<file path="config.mk">
export PLATFORM = sky130hd
export DESIGN_NAME = db_top_ram_ctrl
export DESIGN_NICKNAME = d
export VERILOG_FILES = /design/src/rtl/db_top_ram_ctrl.sv
export SDC_FILE = /design/constraint.sdc
export NUM_CORES = 1
export LEC_CHECK = 0
export CORE_AREA = 4 4 311 313
export DETAILED_ROUTE_END_ITERATION = 6
export DIE_AREA = 0 0 315 317
export DONT_BUFFER_PORTS = 1
export GPL_TIMING_DRIVEN = 0
export PLACE_DENSITY = 0.39
export SLEW_MARGIN = 40
export SYNTH_ARGS = -nofsm -noshare
export SYNTH_HDL_FRONTEND = slang
export SYNTH_SLANG_ARGS = --single-unit
</file>
<file path="constraint.sdc">
create_clock -name clk -period 8.2 [get_ports clk]
set_clock_uncertainty 0.1 [all_clocks]
set_input_delay 1.64 -clock clk [delete_from_list [all_inputs] [get_ports clk]]
set_output_delay 1.64 -clock clk [all_outputs]
set_load 0.005 [all_outputs]
</file>
<file path="src/rtl/db_top_ram_ctrl.sv">
// db_top_ram_ctrl: drives one port of the deblocking top-pixel RAM through
// each LCU in three phases: LOAD top neighbours from fetch, FILT (arbitrated
// filter reads and writes), and DUMP every line to the store stream.
//
// Handshakes: a load line moves on a cycle where ld_valid_i && ld_ready_o;
// a store line moves on a cycle where st_valid_o && st_ready_i; rd_ack_o and
// wr_ack_o are combinational grants for the request held in that same cycle.
// Once st_valid_o is raised it stays high until the line is taken.
module db_top_ram_ctrl #(
    parameter int DATA_WIDTH = 128,
    parameter int ADDR_WIDTH = 5
) (
    input  logic                  clk,
    input  logic                  rst,
    input  logic                  start_i,
    output logic                  busy_o,
    output logic                  done_o,
    input  logic                  ld_valid_i,
    output logic                  ld_ready_o,
    input  logic [DATA_WIDTH-1:0] ld_data_i,
    input  logic                  rd_req_i,
    input  logic [ADDR_WIDTH-1:0] rd_addr_i,
    output logic                  rd_ack_o,
    output logic                  rd_valid_o,
    output logic [DATA_WIDTH-1:0] rd_data_o,
    input  logic                  wr_req_i,
    input  logic [ADDR_WIDTH-1:0] wr_addr_i,
    input  logic [DATA_WIDTH-1:0] wr_data_i,
    output logic                  wr_ack_o,
    input  logic                  filt_done_i,
    output logic                  st_valid_o,
    input  logic                  st_ready_i,
    output logic [DATA_WIDTH-1:0] st_data_o,
    output logic                  ram_cen_o,
    output logic                  ram_wen_o,
    output logic                  ram_ren_o,
    output logic [ADDR_WIDTH-1:0] ram_addr_o,
    output logic [DATA_WIDTH-1:0] ram_data_o,
    input  logic [DATA_WIDTH-1:0] ram_data_i
);

    localparam int CW = ADDR_WIDTH + 1;
    localparam logic [CW-1:0]         N_LINES   = {1'b1, {ADDR_WIDTH{1'b0}}};
    localparam logic [ADDR_WIDTH-1:0] LAST_LINE = {ADDR_WIDTH{1'b1}};

    typedef enum logic [1:0] {
        S_IDLE = 2'd0,
        S_LOAD = 2'd1,
        S_FILT = 2'd2,
        S_DUMP = 2'd3
    } state_e;

    state_e                state_q, state_d;
    logic [CW-1:0]         cnt_q, cnt_d;          // LOAD line / DUMP issue counter
    logic [ADDR_WIDTH-1:0] pop_cnt_q, pop_cnt_d;  // DUMP lines handed to store
    logic                  wr_pri_q, wr_pri_d;    // 1: write wins a tie
    logic                  filt_rd_q, filt_rd_d;  // filter read in flight
    logic                  dump_rd_q, dump_rd_d;  // dump read in flight

    // Two-entry store buffer
    logic [DATA_WIDTH-1:0] fifo_q [2];
    logic                  fifo_wp_q, fifo_rp_q;
    logic [1:0]            occ_q;
    logic                  fifo_pop;
    logic                  issue_ok;

    logic                  ram_acc, ram_wr;
    logic                  grant_wr, grant_rd;

    assign fifo_pop = (occ_q != 2'd0) && st_ready_i;
    // Room check: buffered + in flight, less what leaves this cycle, stays below 2
    assign issue_ok = (({1'b0, occ_q} + {2'b00, dump_rd_q}) < (3'd2 + {2'b00, fifo_pop}));

    // Next-state, grants and RAM port control
    always_comb begin
        state_d    = state_q;
        cnt_d      = cnt_q;
        pop_cnt_d  = pop_cnt_q;
        wr_pri_d   = wr_pri_q;
        filt_rd_d  = 1'b0;
        dump_rd_d  = 1'b0;
        ld_ready_o = 1'b0;
        rd_ack_o   = 1'b0;
        wr_ack_o   = 1'b0;
        done_o     = 1'b0;
        ram_acc    = 1'b0;
        ram_wr     = 1'b0;
        ram_addr_o = '0;
        ram_data_o = '0;
        grant_wr   = 1'b0;
        grant_rd   = 1'b0;

        case (state_q)
            S_IDLE: begin
                if (start_i) begin
                    state_d = S_LOAD;
                    cnt_d   = '0;
                end
            end

            S_LOAD: begin
                ld_ready_o = 1'b1;
                if (ld_valid_i) begin
                    ram_acc    = 1'b1;
                    ram_wr     = 1'b1;
                    ram_addr_o = cnt_q[ADDR_WIDTH-1:0];
                    ram_data_o = ld_data_i;
                    cnt_d      = cnt_q + CW'(1);
                    if (cnt_q[ADDR_WIDTH-1:0] == LAST_LINE) begin
                        state_d = S_FILT;
                        cnt_d   = '0;
                    end
                end
            end

            S_FILT: begin
                if (filt_done_i) begin
                    // Requests in this cycle are dropped without an ack
                    state_d   = S_DUMP;
                    cnt_d     = '0;
                    pop_cnt_d = '0;
                end else begin
                    grant_wr = wr_req_i && (!rd_req_i || wr_pri_q);
                    grant_rd = rd_req_i && !grant_wr;
                    if (grant_wr) begin
                        wr_ack_o   = 1'b1;
                        ram_acc    = 1'b1;
                        ram_wr     = 1'b1;
                        ram_addr_o = wr_addr_i;
                        ram_data_o = wr_data_i;
                        wr_pri_d   = 1'b0;
                    end
                    if (grant_rd) begin
                        rd_ack_o   = 1'b1;
                        ram_acc    = 1'b1;
                        ram_addr_o = rd_addr_i;
                        filt_rd_d  = 1'b1;
                        wr_pri_d   = 1'b1;
                    end
                end
            end

            S_DUMP: begin
                if ((cnt_q < N_LINES) && issue_ok) begin
                    ram_acc    = 1'b1;
                    ram_addr_o = cnt_q[ADDR_WIDTH-1:0];
                    dump_rd_d  = 1'b1;
                    cnt_d      = cnt_q + CW'(1);
                end
                if (fifo_pop) begin
                    pop_cnt_d = pop_cnt_q + ADDR_WIDTH'(1);
                    if (pop_cnt_q == LAST_LINE) begin
                        done_o  = 1'b1;
                        state_d = S_IDLE;
                        cnt_d   = '0;
                    end
                end
            end

            default: state_d = S_IDLE;
        endcase
    end

    assign ram_cen_o  = !ram_acc;
    assign ram_wen_o  = !ram_wr;
    assign ram_ren_o  = !(filt_rd_q || dump_rd_q);
    assign rd_valid_o = filt_rd_q;
    assign rd_data_o  = ram_data_i;
    assign busy_o     = (state_q != S_IDLE);
    assign st_valid_o = (occ_q != 2'd0);
    assign st_data_o  = fifo_q[fifo_rp_q];

    // State, counters, arbitration pointer and in-flight flags
    always_ff @(posedge clk) begin
        if (rst) begin
            state_q   <= S_IDLE;
            cnt_q     <= '0;
            pop_cnt_q <= '0;
            wr_pri_q  <= 1'b1;
            filt_rd_q <= 1'b0;
            dump_rd_q <= 1'b0;
        end else begin
            state_q   <= state_d;
            cnt_q     <= cnt_d;
            pop_cnt_q <= pop_cnt_d;
            wr_pri_q  <= wr_pri_d;
            filt_rd_q <= filt_rd_d;
            dump_rd_q <= dump_rd_d;
        end
    end

    // Store buffer: returning dump data is pushed, store handshake pops
    always_ff @(posedge clk) begin
        if (rst) begin
            fifo_q[0] <= '0;
            fifo_q[1] <= '0;
            fifo_wp_q <= 1'b0;
            fifo_rp_q <= 1'b0;
            occ_q     <= 2'd0;
        end else begin
            if (dump_rd_q) begin
                fifo_q[fifo_wp_q] <= ram_data_i;
                fifo_wp_q         <= !fifo_wp_q;
            end
            if (fifo_pop) begin
                fifo_rp_q <= !fifo_rp_q;
            end
            occ_q <= occ_q + {1'b0, dump_rd_q} - {1'b0, fifo_pop};
        end
    end

endmodule

</file>
== Yosys cells after proc, flatten, opt, wreduce, memory -nomap -nowiden ==
Memories as Yosys holds them, arrays and structs flattened. A register that Yosys moved wholly into a read port is not among the register bits.
Cells that the tools add are included.
Operators by class
  add/subtract/negate cells: 6
  $lt $le $gt $ge: 2
  equal/unequal tests: 11
  mux-type cells: 56
  bitwise logic cells: 2
  reduce and logical (&&, ||, !) cells: 24
Operators by type and width (count)
  $mux 128: 4
  $pmux 128 s2: 1
  $reduce_or 128->1: 1
  $mux 6: 7
  $mux 5: 7
  $mux 1: 25
  $pmux 6 s4: 1
  $pmux 5 s3: 1
  $mux 2: 6
  $ne 2x2->1 const B: 6
  $eq 5x5->1 const B: 2
  $pmux 5 s2: 1
  $reduce_and 3->1: 3
  $pmux 2 s4: 1
  $reduce_bool 2->1: 4
  $logic_not 1->1: 7
  $add 6x1->6 const B: 1
  $lt 6x6->1 const B: 1
  $reduce_and 6->1: 1
  $add 5x1->5 const B: 1
  $eq 2x2->1 const B: 2
  $logic_and 1x1->1: 4
  $add 2x1->3: 1
  $add 2x1->3 const A: 1
  other kinds (10): 12
Word-level totals
  RAM bits: 256
  register bits: 20
  bits of input ports: 402
  memories: 1
  logic and storage cells: 111
Memories
  fifo_q: depth 2, bits a word 128, rd ports 1, clocked after Yosys merged registers in 1, write ports 2, RTL line 61  | logic [DATA_WIDTH-1:0] fifo_q [2];

== Longest topological paths before layout ==
Gate-level depths: netlist of the first run.
  depth in word-level cells: 9
  depth in mapped cells: 9
  depth with buffers taken out: 8

== Least setup slack after synthesis of the first run ==
OpenSTA, ideal clock, no wires.
  path type: input to register
  start point: in rst
  end point: mem fifo_q[0][0], enable pin
  stages: 3
  buffers on the path: 2
  path slack: 2.826 ns
  arrival time: 4.788 ns
  setup time: 0.486 ns
  path through: clkbuf_1 clkbuf_1 a21o_1
RTL lines
  from (decl): RTL line 14  | input logic rst,
  to (decl): RTL line 61

== Worst setup path in the final report of the first run ==
  start point: in ld_valid_i
  end point: out ram_data_o[76]
Between the ends
  word-level cells in the longest chain between the ends: 2
Ends and longest elaborated chain
  from (decl): RTL line 18  | input logic ld_valid_i,
  $mux 128: RTL line 103  | if (ld_valid_i) begin
  $pmux 128 s2: RTL line 93  | case (state_q)
  to (decl): RTL line 38  | output logic [DATA_WIDTH-1:0] ram_data_o,
Every way passes these cells.

==> metrics.md, run 1 <==
| Metric | Value |
|---|---|
| Outcome | `finished clean` |
| Worst VDD drop | `0.156 mV` |
| Setup_tns | `0 ps` |
| Grt total ovfl | `0` |
| CTS Buf Count | `31` |
| Post-CTS Hold Buffers | `0` |
| Synth-to-layout area growth | `18.9%` |
| Post-route ant nets | `0` |
| DRC | `0` |
| Critical path arrival | `3720 ps` |
| Share of cells above drive strength 1 | `26.6%` |
| Fin crit share | `66.6%` |
| Worst Reg2Reg Path Length in Cells | `6` |
| Clk Tree Root Cell | `clkbuf_16` |
| Final critical-path setup slack | `2740 ps` |
| R2R Path End | `fifo_q[1][79]` |
| Fin. Hold Viols | `0` |
| Clk_lat worst skew | `approximately 580 ps` |
| Vias in the first global route | `roughly 11000` |
| Largest net degree at the start of global routing | `36` |
| Die area | `99900 µm²` |
| GRT Resource Usage Total | `a little over an eighth` |
| Top post-synthesis cells by count | `258 x and2_1, 256 x edfxtp_1, 133 x a22oi_1, 133 x buf_4, 132 x nor2b_1` |
| RSZ-0062 raised after global routing | `no` |
| Yosys top cell area share | `between 50% and 60%` |
| Tot Pwr | `roughly 4.4 mW` |
| Synth warnings | `0` |
| Static Leakage | `a little over 6 nW` |
| First-pass GRT wire length | `between 90 and 100 mm` |
| CP Launch Type | `primary input` |
| Power Density | `243 nW/µm²` |
| Core Footprint | `between 90000 and 100000 µm²` |
| Hold WC Path Type | `flop to flop` |
| Final core utilization | `19.1%` |
| WP data required | `around 6500 ps` |
| Top post-synthesis cells by area | `edfxtp_1 51%, and2_1 11%, mux2_2 9.5%` |
| Synth async-reset ratio | `0%` |
| FF+latch count, synth | `around 280` |
| R2R setup slack | `between 5000 and 6000 ps` |
| Worst-margin pin slew | `a little over 900 ps` |
| Vias per Instance | `3.87` |
| Wire per inst | `27.6 µm` |
| Top-count cell post-synth | `and2_1` |
| Area leader, netlist | `edfxtp_1` |
| Die span in x | `~320 µm` |
| Mapped cell area | `between 15000 and 20000 µm²` |
| CTS Buffer Depth | `3` |
| Final #Nets | `roughly 1700` |
| CP Class | `primary input to output pin` |
| Syn Area/Cell | `12.0 µm²` |
| EDFF count, synth | `256` |
| CTS clock-pin slew for the worst setup and hold paths | `roughly 60 ps` |
| CP max FO | `10` |
| Max-cap violations | `0` |
| Cells after Synth | `about 1300` |
| Via count | `10200` |
| Fmax | `0.183 GHz` |
| Drt first-iter violations | `~470` |
| RR Startpoint | `dump_rd_q` |
| Critical Path End Type | `output pin` |
| Die height | `approximately 320 µm` |
| Postcts setup bufs | `0` |
| CTS HTree Levels | `1` |
| Netlist cell types | `48` |
| Hold Crit Depth | `2` |
| Top FF cell, synth | `edfxtp_1` |
| Dpl ws | `between 2000 and 3000 ps` |
| Initial cell density of the core | `between 10% and 20%` |
| Max Slew Vio Count | `0` |
| Placer congestion estimate | `between 1 and 1.5` |
| Fill cells | `between 10000 and 15000` |
| Min-delay src | `pop_cnt_q[4]` |
| Post-cts sizing count | `0` |
| CTS tree | `done` |
| I/O Buffers | `0` |
| Initial antenna violation count | `39` |
| Min Tclk post-route | `about 5500 ps` |
| Final WL | `a little over 70 mm` |
| Min-Delay Endpoint | `pop_cnt_q[4]` |
| Io pins | `~800` |
| Cell Rows | `about 110` |
| Post-DP HPWL | `between 60 and 70 mm` |
| Number of iterations in the first detailed-routing pass | `4` |
| Rel. slew slack | `roughly two fifths` |
| Syn Nets | `approximately 1700` |
| Sequential area share after synthesis | `a little over half` |
| Final Setup Violations | `0` |
| Clk sinks | `between 200 and 300` |
[cell families after synthesis]
| kind of cell | share of synthesized area [%] |
|---|---|
| buffers and inverters | 9.16 |
| AO/OA/AOI/OAI | 8.30 |
| flip-flops | 53.5 |
| AND/OR/NAND/NOR | 17.8 |
| multiplexers | 9.71 |
| adder cells (fa/ha/maj) | 1.16 |
| XOR/XNOR | 0.347 |
[how the worst max path moves through the flow]
stage                    start              to  cells past startpoint
floorplan                  rst    fifo_q[0][0]                      3
global placement           rst   fifo_q[0][41]                      3
detailed placement  ld_valid_i  ram_data_o[76]                      6
CTS                 ld_valid_i  ram_data_o[76]                      6
global route        ld_valid_i  ram_data_o[76]                      6
finish              ld_valid_i  ram_data_o[76]                      6
[area by class of cell]
cell class	instances	area, µm²	area share, %
Clock buffer	41	843	4.68
Buffer	217	1350	7.50
Multi-Input combinational cell	759	5700	31.6
Tap cell	1265	1580	8.78
Antenna cell	34	85.1	0.472
Clock inverter	15	144	0.798
Timing Repair Buffer	8	168	0.930
Inverter	12	45.0	0.250
Sequential cell	277	8110	45.0
[worst max-delay path, cell delays in order]
cell and delay, ps:
and2_1 100, clkbuf_1 260, buf_2 380, clkbuf_1 530, a22oi_1 220, nor2b_1 580
[layout by cell type, fill, tap and decap left out, types with 4 or more instances in the layout]
master,instances
clkbuf_16,31
ha_1,14
nor2_1,22
mux2_2,128
clkinv_2,4
inv_1,11
buf_4,133
nand2_1,9
buf_12,7
a22oi_1,133
clkbuf_2,6
clkbuf_1,64
o21ai_0,4
dfxtp_1,21
and2_1,258
diode_2,34
clkinv_1,5
o2bb2ai_2,4
edfxtp_1,256
buf_2,18
nor2b_1,132
a21oi_1,5
[state kept, by name, indices dropped and copies added (netlist names), 2 cells and up, named ones only]
| signal | flops |
|---|---|
| occ_q | 2 |
| cnt_q | 6 |
| state_q | 2 |
| pop_cnt_q | 5 |
| fifo_q | 256 |
[per-stage QoR]
stage	area [µm²]	instances	hold slack (ps)
finish	18000	2628	400
detailed placement	17000	2538	396
floorplan	15200	1265	355
CTS	17900	2594	404
global route	18000	2619	420
global placement	16700	2530	378
[routing by layer]
metal	wire length, µm	part of all wire [%]	GRT usage [%]
met2	39200	54	25.7
met3	6380	8.8	4.76
met5	57	0.079	0
met1	21600	30	11.8
met4	5270	7.3	9.58
[power by group]
part	total [mW]	leakage [nW]	switching, mW	internal (mW)
Sequential	1.67	2.81	0.0351	1.63
Clock	1.36	0.482	0.571	0.784
Combinational	1.35	2.87	0.815	0.535
Total	4.37	6.17	1.42	2.95
(Power assumes the default switching activity.)
==> inputs of run 2 (changes only) <==
==> constraint.sdc (replaced) <==
create_clock -name clk -period 5.3 [get_ports clk]
set_clock_uncertainty 0.1 [all_clocks]
set_input_delay 1.06 -clock clk [delete_from_list [all_inputs] [get_ports clk]]
set_output_delay 1.06 -clock clk [all_outputs]
set_load 0.005 [all_outputs]
==> results of run 2 <==
The final DEF is identical to that of run 1. Status: finished clean.
Among the figures that moved: setup slack after placement 2760 ps -> 1020 ps; setup slack after layout 2740 ps -> 574 ps; start point of the critical path ld_valid_i -> state_q[1]; register-to-register setup slack 5020 ps -> 2120 ps; total power 4.37 mW -> 6.77 mW; worst IR drop on VDD 0.156 mV -> 0.242 mV
==> inputs of run 3 (changes only) <==
--- a/config.mk
+++ b/config.mk
@@ -11,6 +11,7 @@
 export DONT_BUFFER_PORTS = 1
 export GPL_TIMING_DRIVEN = 0
 export PLACE_DENSITY = 0.39
+export SETUP_SLACK_MARGIN = 0.05
 export SLEW_MARGIN = 40
 export SYNTH_ARGS = -nofsm -noshare
 export SYNTH_HDL_FRONTEND = slang
==> results of run 3 <==
The final DEF is identical to that of run 1. Status: finished clean.
Among the figures that moved: setup slack after placement 2760 ps -> 1020 ps; setup slack after layout 2740 ps -> 574 ps; start point of the critical path ld_valid_i -> state_q[1]; register-to-register setup slack 5020 ps -> 2120 ps; total power 4.37 mW -> 6.77 mW; worst IR drop on VDD 0.156 mV -> 0.242 mV
